`src/rtl/writeback_queue.sv`:
```
// Write-back sequencer: merges ALU and load results into an in-order FIFO,
// issues one register-file write per cycle and tracks pending destinations.
module writeback_queue #(
    parameter int unsigned DEPTH  = 4,
    parameter int unsigned DATA_W = 8,
    parameter int unsigned ADDR_W = 3
) (
    input  logic                          clock,
    input  logic                          reset,
    input  logic                          aluValid,
    input  logic [ADDR_W-1:0]             aluDest,
    input  logic [DATA_W-1:0]             aluData,
    output logic                          aluReady,
    input  logic                          memValid,
    input  logic [ADDR_W-1:0]             memDest,
    input  logic [DATA_W-1:0]             memData,
    output logic                          memReady,
    output logic                          regWrite,
    output logic [ADDR_W-1:0]             writeRegister,
    output logic [DATA_W-1:0]             writeData,
    output logic [(1<<ADDR_W)-1:0]        pendingMask,
    output logic [$clog2(DEPTH):0]        count,
    output logic                          overflow
);
    localparam int unsigned PTR_W = $clog2(DEPTH);
    localparam int unsigned CNT_W = $clog2(DEPTH) + 1;
    localparam int unsigned SB_W  = $clog2(DEPTH + 1) + 1;
    localparam int unsigned NREG  = 1 << ADDR_W;

    typedef struct packed {
        logic [ADDR_W-1:0] dest;
        logic [DATA_W-1:0] data;
    } entry_t;

    entry_t             fifo_q [DEPTH];
    entry_t             fifo_d [DEPTH];
    logic [PTR_W-1:0]   wr_ptr_q, wr_ptr_d;
    logic [PTR_W-1:0]   rd_ptr_q, rd_ptr_d;
    logic [CNT_W-1:0]   count_q, count_d;
    logic [SB_W-1:0]    sb_q [NREG];
    logic [SB_W-1:0]    sb_d [NREG];
    logic [NREG-1:0]    pending_mask_q, pending_mask_d;
    logic               reg_write_q, reg_write_d;
    logic [ADDR_W-1:0]  write_register_q, write_register_d;
    logic [DATA_W-1:0]  write_data_q, write_data_d;
    logic               overflow_q, overflow_d;

    logic [CNT_W-1:0]   free_c;
    logic               mem_ready_c, alu_ready_c;
    logic               mem_store_c, alu_store_c, pop_c;

    // Readiness depends on occupancy only; a same-cycle pop earns no credit.
    always_comb begin
        free_c      = CNT_W'(DEPTH) - count_q;
        mem_ready_c = (free_c != '0);
        alu_ready_c = (free_c >= CNT_W'(2)) || ((free_c != '0) && !memValid);
        mem_store_c = memValid && mem_ready_c && (memDest != '0);
        alu_store_c = aluValid && alu_ready_c && (aluDest != '0);
        pop_c       = (count_q != '0);
    end

    // Enqueue (load before ALU), drain head into output registers.
    always_comb begin
        fifo_d           = fifo_q;
        wr_ptr_d         = wr_ptr_q;
        rd_ptr_d         = rd_ptr_q;
        reg_write_d      = 1'b0;
        write_register_d = write_register_q;
        write_data_d     = write_data_q;
        if (mem_store_c) begin
            fifo_d[wr_ptr_d] = '{dest: memDest, data: memData};
            wr_ptr_d         = wr_ptr_d + PTR_W'(1);
        end
        if (alu_store_c) begin
            fifo_d[wr_ptr_d] = '{dest: aluDest, data: aluData};
            wr_ptr_d         = wr_ptr_d + PTR_W'(1);
        end
        if (pop_c) begin
            reg_write_d      = 1'b1;
            write_register_d = fifo_q[rd_ptr_q].dest;
            write_data_d     = fifo_q[rd_ptr_q].data;
            rd_ptr_d         = rd_ptr_q + PTR_W'(1);
        end
        count_d    = count_q + CNT_W'(mem_store_c) + CNT_W'(alu_store_c) - CNT_W'(pop_c);
        overflow_d = overflow_q || (aluValid && !alu_ready_c) || (memValid && !mem_ready_c);
    end

    // Scoreboard: count up on store, down when the issue cycle ends.
    always_comb begin
        pending_mask_d = '0;
        for (int i = 0; i < NREG; i++) begin
            sb_d[i] = sb_q[i];
            if (mem_store_c && (memDest == ADDR_W'(i)))
                sb_d[i] = sb_d[i] + SB_W'(1);
            if (alu_store_c && (aluDest == ADDR_W'(i)))
                sb_d[i] = sb_d[i] + SB_W'(1);
            if (reg_write_q && (write_register_q == ADDR_W'(i)))
                sb_d[i] = sb_d[i] - SB_W'(1);
            pending_mask_d[i] = (i != 0) && (sb_d[i] != '0);
        end
    end

    always_ff @(posedge clock) begin
        if (reset) begin
            for (int i = 0; i < DEPTH; i++) fifo_q[i] <= '0;
            for (int i = 0; i < NREG; i++)  sb_q[i]   <= '0;
            wr_ptr_q         <= '0;
            rd_ptr_q         <= '0;
            count_q          <= '0;
            pending_mask_q   <= '0;
            reg_write_q      <= 1'b0;
            write_register_q <= '0;
            write_data_q     <= '0;
            overflow_q       <= 1'b0;
        end else begin
            fifo_q           <= fifo_d;
            sb_q             <= sb_d;
            wr_ptr_q         <= wr_ptr_d;
            rd_ptr_q         <= rd_ptr_d;
            count_q          <= count_d;
            pending_mask_q   <= pending_mask_d;
            reg_write_q      <= reg_write_d;
            write_register_q <= write_register_d;
            write_data_q     <= write_data_d;
            overflow_q       <= overflow_d;
        end
    end

    assign aluReady      = alu_ready_c;
    assign memReady      = mem_ready_c;
    assign regWrite      = reg_write_q;
    assign writeRegister = write_register_q;
    assign writeData     = write_data_q;
    assign pendingMask   = pending_mask_q;
    assign count         = count_q;
    assign overflow      = overflow_q;
endmodule

```
`config.mk`:
```
export PLATFORM = sky130hd
export DESIGN_NAME = writeback_queue
export DESIGN_NICKNAME = d
export VERILOG_FILES = /design/src/rtl/writeback_queue.sv
export SDC_FILE = /design/constraint.sdc
export NUM_CORES = 1
export LEC_CHECK = 0
export ABC_AREA = 1
export BUFFER_PORTS_ARGS = -buffer_cell sky130_fd_sc_hd__buf_2
export CORE_ASPECT_RATIO = 2
export CORE_UTILIZATION = 30
export CTS_CLUSTER_SIZE = 10
export DETAILED_ROUTE_END_ITERATION = 10
export PLACE_DENSITY = 0.47
export SYNTH_ARGS = -nofsm -noshare
export SYNTH_HDL_FRONTEND = slang
export SYNTH_SLANG_ARGS = --single-unit
```
`constraint.sdc`:
```
create_clock -name clock -period 3.58 [get_ports clock]
set_input_delay 0.716 -clock clock [delete_from_list [all_inputs] [get_ports clock]]
set_output_delay 0.716 -clock clock [all_outputs]
set_load 0.02 [all_outputs]
```
Yosys cells after proc, flatten, opt, wreduce, memory -nomap -nowiden
Cells that the tools add are included.
- bits in registers: 100
- bits of input ports: 26
- output and inout port bits: 26
- logic and storage cells: 164
- add/sub/neg operators: 28
- $lt $le $gt $ge: 6
- equal/unequal tests: 21
- multiplexer cells: 35
- bitwise gates (word level): 3
- reductions and logical operators: 47
- operators by type and width (operator ; number):
    $bwmux W44 ; 2
    $mux W44 ; 2
    $mux W4 ; 21
    $add A4 B1 Y4 const B ; 14
    $demux W11 S2 ; 2
    $mux W11 ; 4
    $eq A3 B3 Y1 const B ; 12
    $logic_and A1 B1 Y1 ; 30
    $reduce_bool A4 Y1 ; 7
    $sub A4 B1 Y4 const B ; 7
    $bmux W11 S2 ; 1
    $eq A3 B2 Y1 const B ; 6
    $reduce_bool A3 Y1 ; 4
    $eq A3 B1 Y1 const B ; 3
    $ge A3 B3 Y1 const B ; 3
    $not A2 Y3 ; 3
    $add A2 B1 Y2 const B ; 3
    $add A3 B1 Y3 ; 2
    $lt A3 B1 Y1 const B ; 2
    $mux W2 ; 2
    $ge A3 B2 Y1 const B ; 1
    $logic_not A1 Y1 ; 3
    $logic_or A1 B1 Y1 ; 3
    $sub A3 B1 Y3 ; 1
    2 further kinds ; 2

Logic depth before layout (Yosys ltp)
- word-level depth: 12
- gate-level depth with buffers: 21
- depth with buffers taken out: 20

Least setup slack after synthesis
No wires, ideal clock.
- path kind: reg-to-reg
- start point: register count_q[1] (netlist: count[1])
- end point: register count_q[1] (netlist: count[1])
- library setup time: 128 ps
- arrival: 2794 ps
- data required time: 3452 ps
- setup slack: 659 ps
- stages on the path, launching flop included: 15
- path buffers: 0
- period minus slack after synthesis: 2921 ps
- path through: dfxtp_1 -> inv_1 -> ha_1 -> ha_1 -> inv_2 -> nand2_1 -> nand3_2 -> nand2_1 -> a21oi_2 -> inv_2 -> fa_1 -> inv_1 -> fa_1 -> inv_1 -> nor2_1
- word-level cells in the longest chain between the ends: 8
- elaborated cells between the ends (all ways): 13
- classes of those cells: add/sub: 4; order compare: 1; reduce/logical: 8
- ends and longest elaborated chain (element ; line ; source):
    from (decl) ; 39 ; logic [CNT_W-1:0] count_q, count_d;
    from (signal assigned) ; 120 ; count_q <= count_d;
    $sub A3 B3 Y3 ; 54 ; free_c = CNT_W'(DEPTH) - count_q;
    $reduce_bool A3 Y1 ; 55 ; mem_ready_c = (free_c != '0);
    net memReady ; 17 ; output logic memReady,
    $logic_and A1 B1 Y1 ; 56 ; alu_ready_c = (free_c >= CNT_W'(2)) || ((free_c != '0) && !memValid);
    $logic_or A1 B1 Y1 ; 56 ;
    net aluReady ; 13 ; output logic aluReady,
    $logic_and A1 B1 Y1 (2 in a row) ; 58 ; alu_store_c = aluValid && alu_ready_c && (aluDest != '0);
    $add A3 B1 Y3 ; 84 ; count_d = count_q + CNT_W'(mem_store_c) + CNT_W'(alu_store_c) - CNT_W'(pop_c);
    $sub A3 B1 Y3 ; 84 ;
    net count_d[1] ; 39 ;
The timed path passes the listed nets, and every way through them passes these cells.
A chain may end at the register's enable or synchronous reset.

Final worst setup path
- start point: register count_q[1] (netlist: count[1])
- end point: register pending_mask_q[6] (netlist: pendingMask[6])
- word-level cells in the longest chain between the ends: 11
- elaborated cells between the ends (all ways): 17
- classes of those cells: add/sub: 3; order compare: 1; mux: 3; reduce/logical: 10
- ends and longest elaborated chain (element ; line ; source):
    $sub A3 B3 Y3 * ; 54 ;
    $reduce_bool A3 Y1 ; 55, 56 ;
    $logic_and A1 B1 Y1 (on tied branches) ; 57, 56 ;
    $logic_and A1 B1 Y1 / $logic_or A1 B1 Y1 (equally long branches) ; 57, 56 ;
    $logic_and A1 B1 Y1 (on tied branches) ; 93, 58 ;
    $mux W4 / $logic_and A1 B1 Y1 (equally long branches) ; 93, 58 ;
    $add A4 B1 Y4 / $logic_and A1 B1 Y1 (equally long branches) ; 96, 95 ;
    $mux W4 * ; 95 ; if (alu_store_c && (aluDest == ADDR_W'(i)))
    $sub A4 B1 Y4 ; 98 ; sb_d[i] = sb_d[i] - SB_W'(1);
    $mux W4 * ; 97 ; if (reg_write_q && (write_register_q == ADDR_W'(i)))
    $reduce_bool A4 Y1 * ; 99 ; pending_mask_d[i] = (i != 0) && (sb_d[i] != '0);
    to (signal assigned) ; 121 ; pending_mask_q <= pending_mask_d;
    to (decl) ; 42 ; logic [NREG-1:0] pending_mask_q, pending_mask_d;
Every way passes the cells marked *; elsewhere a longest branch is shown, timed or not.

==> results.json <==
{
  "outcome": "finished, final reports clean",
  "yosysWarnings": 0,
  "slew_headroom_pct": 53.9,
  "ioPinCount": 52,
  "crit_top_cell": "nand2_1",
  "crit_buf_inv": 2,
  "antenna_found_initial": 0,
  "die_h_um": 210,
  "p_per_area_mw_per_mm2": 625,
  "vias": 6387,
  "cts_max_level": 3,
  "clockRootBuffer": "clkbuf_16",
  "netlist_instances": 1019,
  "clkLatencyLatePin_ns": 0.35,
  "synth_nets": 1074,
  "post_cts_buffers": 0,
  "clkTransAtPathRegs_ns": 0.07,
  "wirelength_um": 19300,
  "tightest_slew_ns": 0.691,
  "die_width_um": 106,
  "grt_max_degree": 60,
  "power_leakage_uw": 0.00366,
  "coreArea_mm2": 0.0211,
  "wl_per_cell_um": 14.5,
  "cp-start-kind": "flip-flop",
  "hp-class": "flip-flop to flip-flop",
  "area_growth_pct": 12.2,
  "nets": 1111,
  "rsz0062_at_grt": "false",
  "mostFrequentLayoutCell": "nand2_1",
  "regArea_mm2": 0.00198,
  "critical-path-max-stage-delay_ns": 0.39,
  "cp_data_required_time_ns": 3.87,
  "ys_ff_latch": 99,
  "cp_max_fo": 12,
  "period_share_pct": 87.1,
  "syn_avg_cell_area_um2": 6.38,
  "fin_crit_ns": 3.12,
  "drv_slew": 0,
  "path_class": "flip-flop to flip-flop",
  "synth.distinct_cells": 36,
  "crit_chain": "inv_1, ha_1, ha_1, inv_2, nand3_2, nor2_1, nor2_1, nor2_1, nand2_1, nand2_1, nand2_1, ha_1, or2_2, nand2_1, nor2_1, nand2_1, nand2_1, nand2_1",
  "tns_ns": 0,
  "cts_tree": "built",
  "vias_per_cell": 4.80,
  "place.gp.congestion": 0.794,
  "post_cts_resized": 0,
  "drtIter0Drc": 215,
  "drc": 0,
  "multi_input_area_mm2": 0.00369,
  "grt-ovfl-total": 0,
  "grt_use_total_pct": 18.4,
  "ys_seq_area_share_pct": 30.5,
  "drive_above_1_share_pct": 11.8,
  "cts_buffers": 9,
  "tritoncts_num_sinks": 99,
  "grt_pass1_vias": 6378,
  "path_delay_family": "simple AND/OR/NAND/NOR gates",
  "fin_skew_ns": 0.00795,
  "fillCellCount": 2409,
  "worstSetupEndpointType": "flip-flop",
  "port_buffers": 50,
  "clock_path_buffers": 2,
  "dp_hpwl_um": 15000,
  "setup_viol": 0,
  "grt_pass1_wl_um": 31800,
  "routed.top_layer": "met4",
  "diodes": 0,
  "critPathSlowestCell": "nor2_1",
  "ir_drop_v": 0.000290,
  "firstDrtPassIters": 4,
  "max_freq_mhz": 321,
  "routed-wl-met3_um": 475,
  "p_total_uw": 4560,
  "crit_arrival_ns": 3.41,
  "initial_core_util_pct": 30.8,
  "wl_met1_um": 7130,
  "hold_viol_final": 0,
  "cts_hold_buf": 0,
  "drtAntennaViolNets": 0,
  "placementRows": 75,
  "met2_length_um": 11300,
  "final_cell_mix": "nand2_1, inv_1, o21ai_0",
  "cap_violations": 0,
  "syn_area_mm2": 0.00650,
  "die_area_mm2": 0.0223
}
==> cells in the mapped netlist <==
| cell type | n | area (um^2) |
|---|---|---|
| nand2_1 | 249 | 935 |
| inv_1 | 168 | 631 |
| o21ai_0 | 106 | 531 |
| dfxtp_1 | 99 | 1980 |
| a21oi_1 | 84 | 420 |
| nand3_1 | 74 | 370 |
| nor2_1 | 66 | 248 |
| ha_1 | 27 | 338 |
| clkbuf_1 | 22 | 82.6 |
| mux2_2 | 19 | 214 |
| nand4_1 | 14 | 87.6 |
| o211ai_1 | 11 | 82.6 |
| xor2_1 | 8 | 70.1 |
| nor2_2 | 7 | 43.8 |
| nor3_1 | 7 | 35.0 |
| o21ai_1 | 7 | 35.0 |
| buf_2 | 6 | 30.0 |
| nand3b_1 | 6 | 45.0 |
| nand3_2 | 5 | 50.1 |
| buf_4 | 4 | 30.0 |
| inv_2 | 4 | 15.0 |
| nand2_2 | 3 | 18.8 |
| nor2_4 | 3 | 33.8 |
| or2_2 | 3 | 18.8 |
| buf_6 | 2 | 22.5 |
| clkbuf_2 | 2 | 10.0 |
| clkinv_1 | 2 | 7.51 |
| fa_1 | 2 | 40.0 |
| o21bai_1 | 2 | 15.0 |
| a21oi_2 | 1 | 8.76 |
| buf_1 | 1 | 3.75 |
| conb_1 | 1 | 3.75 |
| nor2_8 | 1 | 20.0 |
| o21ai_2 | 1 | 8.76 |
| o22ai_1 | 1 | 6.26 |
| xnor2_1 | 1 | 8.76 |
==> cell families (layout without fill, tap and decap cells) <==
kind of cell    Yosys count  after routing  synth area share, %
compound gates          213            213                 17.0
flops                    99             99                 30.5
simple gates            438            438                 29.3
xor+xnor                  9              9                 1.21
fa+ha+maj                29             29                 5.81
buf+inv                 211            253                 12.8
other cells               1              1               0.0577
mux                      19             19                 3.29
==> registers in the layout, indices dropped and copies added, names as in the netlist <==
name	flops
count	3
fifo_q	44
overflow	1
pendingMask	7
rd_ptr_q	2
regWrite	1
sb_q	28
wr_ptr_q	2
writeData	8
writeRegister	3
==> worst min-delay path: stages, from the launching register on <==
cell and delay (ns):
dfxtp_1 0.33, o211ai_1 0.08, inv_1 0.05
==> final timing paths <==
kind	endpoint	cells after the start	from	slack (ns)
min reg2reg	writeData[6]$_SDFFE_PP0N_	2	writeData[6]$_SDFFE_PP0N_	0.49
min	writeData[6]$_SDFFE_PP0N_	2	writeData[6]$_SDFFE_PP0N_	0.49
max reg2reg	pendingMask[6]$_SDFF_PP0_	18	count[1]$_SDFF_PP0_	0.46
max	pendingMask[6]$_SDFF_PP0_	18	count[1]$_SDFF_PP0_	0.46
==> layout make-up <==
| type | count | share of cell area (%) |
|---|---|---|
| timing repair buffer | 63 | 4.94 |
| clock buffer | 12 | 3.38 |
| sequential | 99 | 27.2 |
| multi-input combinational | 709 | 50.6 |
| clock inverter | 4 | 0.360 |
| inverter | 174 | 8.96 |
| tap | 269 | 4.62 |
==> per-stage QoR <==
| stage | cell area [um^2] | utilization [%] | instances | worst slack, ns | hold slack (ns) |
|---|---|---|---|---|---|
| 6_report | 7290 | 34.5 | 1330 | 0.463 | 0.486 |
| 5_1_grt | 7290 | 34.5 | 1330 | 0.0478 | 0.517 |
| 4_1_cts | 7290 | 34.5 | 1330 | 0.485 | 0.496 |
| 3_5_place_dp | 7020 | 33.2 | 1314 | 0.496 | 0.474 |
| 3_3_place_gp | 7020 | 33.2 | 1314 | 0.561 | 0.468 |
| 2_1_floorplan | 6500 | - | 1019 | 0.659 | 0.535 |
==> power by group <==
part | leakage (uW) | switching [uW] | internal, uW
Sequential | 0.000811 | 167 | 1400
Clock | 0.000133 | 449 | 491
Combinational | 0.00272 | 1350 | 699
==> routing by layer <==
| metal | vias up | track usage [%] |
|---|---|---|
| li1 | 3335 | - |
| met1 | 2939 | 17.4 |
| met2 | 93 | 38.5 |
| met3 | 20 | 2.23 |
| met4 | 0 | 7.23 |
| met5 | - | 0 |
(Power assumes the default switching activity.)
